File: src/rtl/block_grid_sequencer.sv
// Walks one shared 2-bit block-sprite ROM across an NCOL x NROW grid of cells, colouring each
// pixel from a cell-colour array that game logic can rewrite when the display isn't using it.
module block_grid_sequencer #(
    parameter int          X0      = 208,
    parameter int          Y0      = 40,
    parameter int          CELL_W  = 16,
    parameter int          CELL_H  = 16,
    parameter int          NCOL    = 10,
    parameter int          NROW    = 20,
    parameter logic [63:0] PALETTE = 64'hC3A5_9678_5A3C_1E00
) (
    input  logic        vclk,
    input  logic        rst,
    input  logic [10:0] hcount,
    input  logic [9:0]  vcount,
    output logic [12:0] rom_addr,
    input  logic [1:0]  rom_data,
    input  logic        wr_req,
    input  logic [3:0]  wr_col,
    input  logic [4:0]  wr_row,
    input  logic [2:0]  wr_color,
    output logic        wr_ack,
    output logic        wr_err,
    output logic [7:0]  pixel_out,
    output logic        pixel_en
);
    localparam logic [1:0]  IDLE     = 2'd0;
    localparam logic [1:0]  WAIT_X   = 2'd1;
    localparam logic [1:0]  DRAW     = 2'd2;
    localparam logic [1:0]  LINE_END = 2'd3;

    localparam logic [10:0] XS    = 11'(X0);
    localparam logic [10:0] XE    = 11'(X0 + NCOL * CELL_W);
    localparam logic [9:0]  YS    = 10'(Y0);
    localparam logic [9:0]  YE    = 10'(Y0 + NROW * CELL_H);
    localparam logic [7:0]  XLAST = 8'(CELL_W - 1);
    localparam logic [7:0]  YLAST = 8'(CELL_H - 1);
    localparam logic [12:0] YSTEP = 13'(CELL_W);
    localparam logic [4:0]  RLAST = 5'(NROW - 1);
    localparam int          CW    = (NCOL > 1) ? $clog2(NCOL) : 1;
    localparam int          RW    = (NROW > 1) ? $clog2(NROW) : 1;

    logic [1:0]  state_q, state_d;
    logic [3:0]  col_q, col_d;
    logic [4:0]  row_q, row_d;
    logic [7:0]  xin_q, xin_d;
    logic [7:0]  yin_q, yin_d;
    logic [12:0] ybase_q, ybase_d;
    logic [2:0]  cells_q [NROW][NCOL];

    logic [12:0] rom_addr_q;
    logic        vld_p1, vld_p2;
    logic [2:0]  code_p1, code_p2;
    logic [7:0]  pixel_q;
    logic        pixel_en_q;
    logic        wr_ack_q, wr_err_q, wr_busy_q;

    logic inx, iny, active, wr_go, wr_bad;

    function automatic logic [7:0] color_map(input logic [2:0] code, input logic [1:0] pix);
        if (code == 3'd0 || pix == 2'b00) return 8'h00;
        else if (pix == 2'b11)            return 8'hFF;
        else                              return PALETTE[{code, 3'b000} +: 8];
    endfunction

    assign inx = (hcount >= XS) && (hcount < XE);
    assign iny = (vcount >= YS) && (vcount < YE);
    // The hcount==X0 clock in WAIT_X already draws pixel X0, so drawing starts exactly on the board edge.
    assign active = inx && iny &&
                    ((state_q == DRAW) || ((state_q == WAIT_X) && (hcount == XS)));

    always_comb begin
        state_d = state_q;
        col_d   = col_q;
        row_d   = row_q;
        xin_d   = xin_q;
        yin_d   = yin_q;
        ybase_d = ybase_q;
        if (active) begin
            if (xin_q == XLAST) begin
                xin_d = '0;
                col_d = col_q + 4'd1;
            end else begin
                xin_d = xin_q + 8'd1;
            end
        end
        case (state_q)
            IDLE: begin
                if (vcount == YS && hcount < XS) begin
                    state_d = WAIT_X;
                    row_d   = '0;
                    yin_d   = '0;
                    ybase_d = '0;
                    col_d   = '0;
                    xin_d   = '0;
                end
            end
            WAIT_X: if (hcount == XS) state_d = DRAW;
            DRAW:   if (!inx) state_d = LINE_END;
            default: begin
                col_d = '0;
                xin_d = '0;
                if (yin_q == YLAST) begin
                    yin_d   = '0;
                    ybase_d = '0;
                    row_d   = row_q + 5'd1;
                end else begin
                    yin_d   = yin_q + 8'd1;
                    ybase_d = ybase_q + YSTEP;
                end
                state_d = (row_q == RLAST && yin_q == YLAST) ? IDLE : WAIT_X;
            end
        endcase
        if (state_q != IDLE && vcount < YS) state_d = IDLE;
    end

    // Writes wait for a non-drawing clock; wr_busy_q blocks a re-service until wr_req drops.
    assign wr_bad = ({1'b0, wr_col} >= 5'(NCOL)) || ({1'b0, wr_row} >= 6'(NROW));
    assign wr_go  = wr_req && !wr_busy_q && (state_q != DRAW) && !active;

    always_ff @(posedge vclk or posedge rst) begin
        if (rst) begin
            state_q   <= IDLE;
            col_q     <= '0;
            row_q     <= '0;
            xin_q     <= '0;
            yin_q     <= '0;
            ybase_q   <= '0;
            wr_busy_q <= 1'b0;
            wr_ack_q  <= 1'b0;
            wr_err_q  <= 1'b0;
            for (int r = 0; r < NROW; r++)
                for (int c = 0; c < NCOL; c++)
                    cells_q[r][c] <= '0;
        end else begin
            state_q   <= state_d;
            col_q     <= col_d;
            row_q     <= row_d;
            xin_q     <= xin_d;
            yin_q     <= yin_d;
            ybase_q   <= ybase_d;
            wr_busy_q <= wr_go || (wr_busy_q && wr_req);
            wr_ack_q  <= wr_go;
            wr_err_q  <= wr_go && wr_bad;
            if (wr_go && !wr_bad)
                cells_q[wr_row[RW-1:0]][wr_col[CW-1:0]] <= wr_color;
        end
    end

    // Stage p1: ROM address and cell colour code; stage p2: ROM data returns; stage p3: pixel
    always_ff @(posedge vclk or posedge rst) begin
        if (rst) begin
            rom_addr_q <= '0;
            vld_p1     <= 1'b0;
            vld_p2     <= 1'b0;
            pixel_q    <= 8'h00;
            pixel_en_q <= 1'b0;
        end else begin
            if (active) rom_addr_q <= ybase_q + {5'd0, xin_q};
            vld_p1     <= active;
            vld_p2     <= vld_p1;
            pixel_en_q <= vld_p2;
            pixel_q    <= vld_p2 ? color_map(code_p2, rom_data) : 8'h00;
        end
    end

    always_ff @(posedge vclk) begin
        code_p1 <= cells_q[row_q[RW-1:0]][col_q[CW-1:0]];
        code_p2 <= code_p1;
    end

    assign rom_addr  = rom_addr_q;
    assign wr_ack    = wr_ack_q;
    assign wr_err    = wr_err_q;
    assign pixel_out = pixel_q;
    assign pixel_en  = pixel_en_q;
endmodule

File: config.mk
export PLATFORM = sky130hd
export DESIGN_NAME = block_grid_sequencer
export DESIGN_NICKNAME = d
export VERILOG_FILES = /design/src/rtl/block_grid_sequencer.sv
export SDC_FILE = /design/constraint.sdc
export NUM_CORES = 1
export LEC_CHECK = 0
export ABC_AREA = 1
export BUFFER_PORTS_ARGS = -buffer_cell sky130_fd_sc_hd__buf_2
export CORE_UTILIZATION = 45
export DETAILED_ROUTE_END_ITERATION = 10
export GPL_ROUTABILITY_DRIVEN = 0
export SYNTH_ARGS = -nofsm -noshare
export SYNTH_HDL_FRONTEND = slang
export SYNTH_SLANG_ARGS = --single-unit
File: constraint.sdc
create_clock -name vclk -period 69.7 [get_ports vclk]
set_input_delay 10.455 -clock vclk [delete_from_list [all_inputs] [get_ports vclk]]
set_output_delay 10.455 -clock vclk [all_outputs]
set_load 0.03 [all_outputs]
* Word level (Yosys, flattened, before mapping) *
Index checks and enable logic that the tools add are counted.

operators by class
  add/sub/neg operators = 6
  bitwise logic cells = 5
  muxes and demuxes = 37
  shifts and indexed selects = 1
  equal/unequal tests = 13
  reductions and logical operators = 32
  order comparisons = 14

operators by type and width
  kind                                                                count
  bitwise mux 600 bit                                                 1
  binary-select mux 30 bit (select 5 bit)                             1
  demux 30 bit (select 5 bit)                                         1
  2-to-1 mux 30 bit                                                   3
  2-to-1 mux 8 bit                                                    8
  variable part select 64 x 7 -> 8 bit, first input constant          1
  case mux 8 bit (2 select lines)                                     2
  2-to-1 mux 13 bit                                                   2
  case mux 13 bit (2 select lines)                                    1
  adder 8 x 1 -> 8 bit, second input constant                         2
  == test 8 x 4 -> 1 bit, second input constant                       2
  logical AND 1 bit                                                   16
  greater-or-equal comparator 5 bit, second input constant            3
  adder 13 x 5 -> 13 bit, second input constant                       1
  adder 13 x 8 -> 13 bit                                              1
  binary-select mux 3 bit (select 4 bit)                              1
  demux 3 bit (select 4 bit)                                          1
  greater-or-equal comparator 6 bit, second input constant            2
  2-to-1 mux 4 bit                                                    3
  NOT 5 -> 6 bit                                                      2
  == test 11 x 8 -> 1 bit, second input constant                      1
  greater-or-equal comparator 11 x 8 -> 1 bit, second input constant  1
  < comparator 11 x 8 -> 1 bit, second input constant                 1
  < comparator 11 x 9 -> 1 bit, second input constant                 1
  33 further kinds                                                    50

storage, ports and cells
  output and inout bits = 24
  bits in registers = 673
  word-level logic and storage cells = 324
  input port bits = 38

* Depth between registers and ports, before layout *
  word-level depth = 8
  mapped depth = 16
  gate-level depth less buffers = 13

* Least setup slack after synthesis *
OpenSTA, ideal clock, no wires.

  path kind = in2reg
  from = in vcount[1]
  to = reg ybase_q[7]
  path buffers = 1
  setup time = 0.123 ns
  required time = 69.577 ns
  stages = 10
  arrival time = 11.811 ns
  slack = 57.766 ns
  cell sequence = or2_2 nor3_1 nand3_1 nand2_1 nand2_1 clkbuf_1 nor2_1 nand3_1 o21ai_0 a21oi_1

on the way
  longest elaborated chain between the ends = 4

ends and longest elaborated chain
  item                                  RTL line  text
  start, declared                       15        input logic [9:0] vcount,
  == test 10 x 6 -> 1 bit               89        if (vcount == YS && hcount < XS) begin
  logical AND 1 bit                     89
  != test 2 bit (no source line)        --
  AND reduction 2 bit (no source line)  --
  end signal, assigned                  141       ybase_q <= ybase_d;
  end, declared                         48        logic [12:0] ybase_q, ybase_d;

Every way passes these cells.
A chain may end at the register's enable or synchronous reset.

* Worst setup path after layout *
  from = in wr_row[3]
  to = reg cells_q[3] in the netlist's numbering

on the way
  longest elaborated chain between the ends = 6

ends and longest elaborated chain
  item                                                                                                           RTL line  text
  start, declared                                                                                                20        input logic [4:0] wr_row,
  NOT 5 -> 6 bit (not written as such)                                                                           146       cells_q[wr_row[RW-1:0]][wr_col[CW-1:0]] <= wr_color;
  greater-or-equal comparator 6 bit (not written as such) / < comparator 6 x 1 -> 1 bit (equally long branches)  146
  logical AND 1 bit (not written as such)                                                                        146
  2-to-1 mux 30 bit (not written as such)                                                                        146
  demux 30 bit (select 5 bit)                                                                                    146
  bitwise mux 600 bit                                                                                            146
  end signal, assigned by index                                                                                  146
  end, declared                                                                                                  49        logic [2:0] cells_q [NROW][NCOL];

Parallel ways exist; a longest one is shown, timed or not.

==> run summary <==
Hold WS -> 0.3477 ns
DRC marker count from the first detailed-route iteration -> 2,984
Worst slew pin tran -> 1.297 ns
Final ANT Viol Nets -> 0
Mean Syn Cell Area -> 7.066 um2
Max-slew headroom -> 0.1332
FF+latch count, synth -> 669
DRT Wirelength -> 106,700 um
Max cap viols -> 0
Post-Synth Adder-Cell Area -> 0.005765
# clock sinks -> 669
Final core utilization -> 0.4974
RSZ-0062 raised after global routing -> no
Pwr/cell area -> 29.42 nW/um2
Post-Place Cell Area -> 35,390 um2
H-tree depth -> 3
Final setup fails -> 0
Clk slew on worst S/H paths -> 0.06 ns
Simple-gate share of the synthesized area -> 0.3889
GRT overflow -> 0
Largest net degree at the start of global routing -> 194
Vias in the first global route -> 29,620
Hold-fix buffers at CTS -> 0
HP Start -> vld_p1
Clock buffer depth -> 3
Xor-xnor portion of the synthesized cell area -> 0.002522
Clock Skew -> 0.01417 ns
CTS resizes -> 0
# rows -> 101
Fin area -> 37,900 um2
Fmax achieved -> 71.17 MHz
Die height -> 279.8 um
Root buffer cell -> clkbuf_16
Final hold violation count -> 0
Compound-gate portion of the synthesized area -> 0.06442
Residual DRC -> 0
Hold Crit Class -> reg2reg
Crit path from -> wr_row[3]
Drt first pass iters -> 8
Layout cells sized above 1 -> 0.04874
Unique masters post-synth -> 42
Leak -> 19.85 nW
GRT Overall Usage -> 0.2761
VDD IR-drop max -> 0.00001899 V
FF-to-FF Start -> row_q[0]
Largest family of logic cells by synthesized area -> simple AND/OR/NAND/NOR gates
Post-CTS Setup Inserts -> 0
Outcome -> finished clean
Ant. Diodes -> 0
Pint -> 0.7166 mW
CTS tree -> yes
CP Data Arrival Time -> 14.56 ns
Switching share of power -> 0.3573
WS Path Type -> in2reg
# placed instances -> 5,756
Vias -> 31,790
Mapped Nets -> 4,969
Clk pwr share -> 0.368
Area of the die -> 78,290 um2
CP endpoint kind -> flop
Initial antenna violation count -> 1
Synth Flop Type -> dfrtp_1
Post-synthesis sequential area ratio -> 0.4812
Clk_lat worst skew -> 0.63 ns
Startpoint Class -> input pin
Yosys warnings -> 0
Critical-path maximum fanout -> 168
Starting Density -> 0.4557
Number of synthesized flops with an enable pin -> 0
Routed len/inst -> 18.11 um
Core area -> 76,200 um2
Area Overhead vs Synth -> 9.137%
First-pass GRT wire length -> 169,500 um
Mapped cell area -> 34,730 um2
Top Ports -> 62
DR vias/cell -> 5.394
Critical Path RT -> 70.21 ns
FFs w/ async S/R, synth -> 0.9910
Synth Instances -> 4,915
Comb power frac -> 0.257
Sw Pwr -> 0.3983 mW
Reg power frac -> 0.376
Total negative slack -> 0 ns
Placed wire-length estimate -> 62,440 um
Final min period -> 14.05 ns
Cts bufs inserted -> 77
Number of port buffers -> 61
Die W -> 279.8 um
Fin nets -> 4,859
Pins over their slew limit -> 0
Final cell count without fillers -> 5,893
Mux share of post-synthesis cell area -> 0
Part of the cycle the worst path needs -> 0.2016
==> cells in the final DEF (no fill, tap or decap), types with 3 or more instances in the layout <==
master      count
o22ai_1        58
xor2_1          8
clkbuf_8       15
clkbuf_16      81
a211oi_1        4
inv_1         157
inv_2           4
nand4_1         9
nor3_1         12
nand2_1      2071
o21ai_1         4
dfxtp_1         6
buf_2          58
clkbuf_1       27
clkinvlp_4      3
nor3b_1         4
clkinv_2        9
dfrtp_1       661
bufinv_16       5
o21ai_0       299
o31ai_1         3
nand3_1       680
nor2_1        547
buf_4          38
clkinv_1        5
a31oi_1         7
a21oi_1        34
ha_1           16
inv_8           3
nor4_1          3
==> cell usage after synthesis (3+ instances only) <==
library cell | n | share of area
inv_1 | 160 | 0.017
buf_1 | 10 | 0.0011
o21ai_0 | 299 | 0.043
nand4_1 | 9 | 0.0016
nor2_1 | 550 | 0.059
buf_4 | 13 | 0.0028
a31oi_1 | 7 | 0.0013
o22ai_1 | 58 | 0.010
xor2_1 | 8 | 0.0020
buf_6 | 10 | 0.0032
nor3_1 | 13 | 0.0019
nand2_1 | 2071 | 0.22
clkinv_1 | 5 | 0.00054
o31ai_1 | 3 | 0.00065
clkbuf_1 | 148 | 0.016
nor4_1 | 3 | 0.00054
buf_2 | 109 | 0.016
nand3_1 | 682 | 0.098
a21oi_1 | 34 | 0.0049
dfrtp_1 | 663 | 0.48
nor3b_1 | 4 | 0.00086
ha_1 | 16 | 0.0058
a211oi_1 | 4 | 0.00086
inv_2 | 5 | 0.00054
o21ai_1 | 4 | 0.00058
dfxtp_1 | 6 | 0.0035
==> cell families (layout without fill, tap and decap cells) <==
logic type	count (synthesis)	in the layout
simple gates	3341	3341
buf+inv	460	408
flops	669	669
fa+ha+maj	16	16
compound gates	419	419
xor+xnor	10	10
==> per-layer routing <==
metal | vias to the layer above | routed length (um) | global-route usage
met5 | - | 13 | 0
met4 | 2 | 3114 | 0.08631
met3 | 174 | 6707 | 0.04145
met2 | 909 | 47220 | 0.4262
met1 | 15150 | 49670 | 0.3986
li1 | 15560 | - | -
==> power groups by stage <==
stage          combinational (mW)  clock [mW]  sequential, mW
6_report                    0.286       0.410           0.419
3_3_place_gp                0.284           0           0.426
4_1_cts                     0.285       0.417           0.419
5_1_grt                     0.318       0.432           0.421
2_1_floorplan               0.194           0           0.425
3_5_place_dp                0.284           0           0.425
==> final cells by class <==
class / count / area (um2)
sequential: 669 / 16720
clock buffer: 120 / 2293
inverter: 170 / 663.1
tap: 1030 / 1289
multi-input combinational: 3786 / 16060
clock inverter: 17 / 217.7
timing repair buffer: 101 / 656.9
fill: 7707 / 38300
==> critical path, stage by stage <==
cell,delay (ns)
buf_2,0.11
or2_2,0.34
a21oi_1,0.82
nand2_4,0.22
inv_8,0.59
buf_4,0.74
buf_4,0.79
nand2_1,0.21
nand2_1,0.12
nand2_1,0.06
==> state kept, by name, summed over array words and instances, names as in the netlist <==
signal / count
wr_err: 1
code_p2: 3
wr_ack: 1
state_q: 2
vld_p1: 1
pixel_out: 8
vld_p2: 1
row_q: 5
cells_q: 600
xin_q: 8
yin_q: 8
rom_addr: 13
col_q: 4
code_p1: 3
wr_busy_q: 1
ybase_q: 9
pixel_en: 1
==> path summary, 6_finish.rpt <==
kind / endpoint / slack, ns / cells past startpoint
hold / removal: vld_p2 / 0.35 / 0
max in group asynchronous: cells_q[231] / 57.29 / 4
setup reg to reg: code_p1[2] / 65.42 / 14
min in group asynchronous: cells_q[523] / 9.98 / 2
setup / recovery: cells_q[3] / 55.65 / 10
hold reg to reg: vld_p2 / 0.35 / 0
==> stage by stage <==
| step | total power, mW | setup WS (ns) |
|---|---|---|
| 4_1_cts | 1.120 | 55.72 |
| 3_3_place_gp | 0.7096 | 55.16 |
| 3_5_place_dp | 0.7095 | 55.05 |
| 2_1_floorplan | 0.6188 | 40.66 |
| 6_report | 1.115 | 55.65 |
| 5_1_grt | 1.170 | 55.32 |
Power figures use the tool's default switching activity.
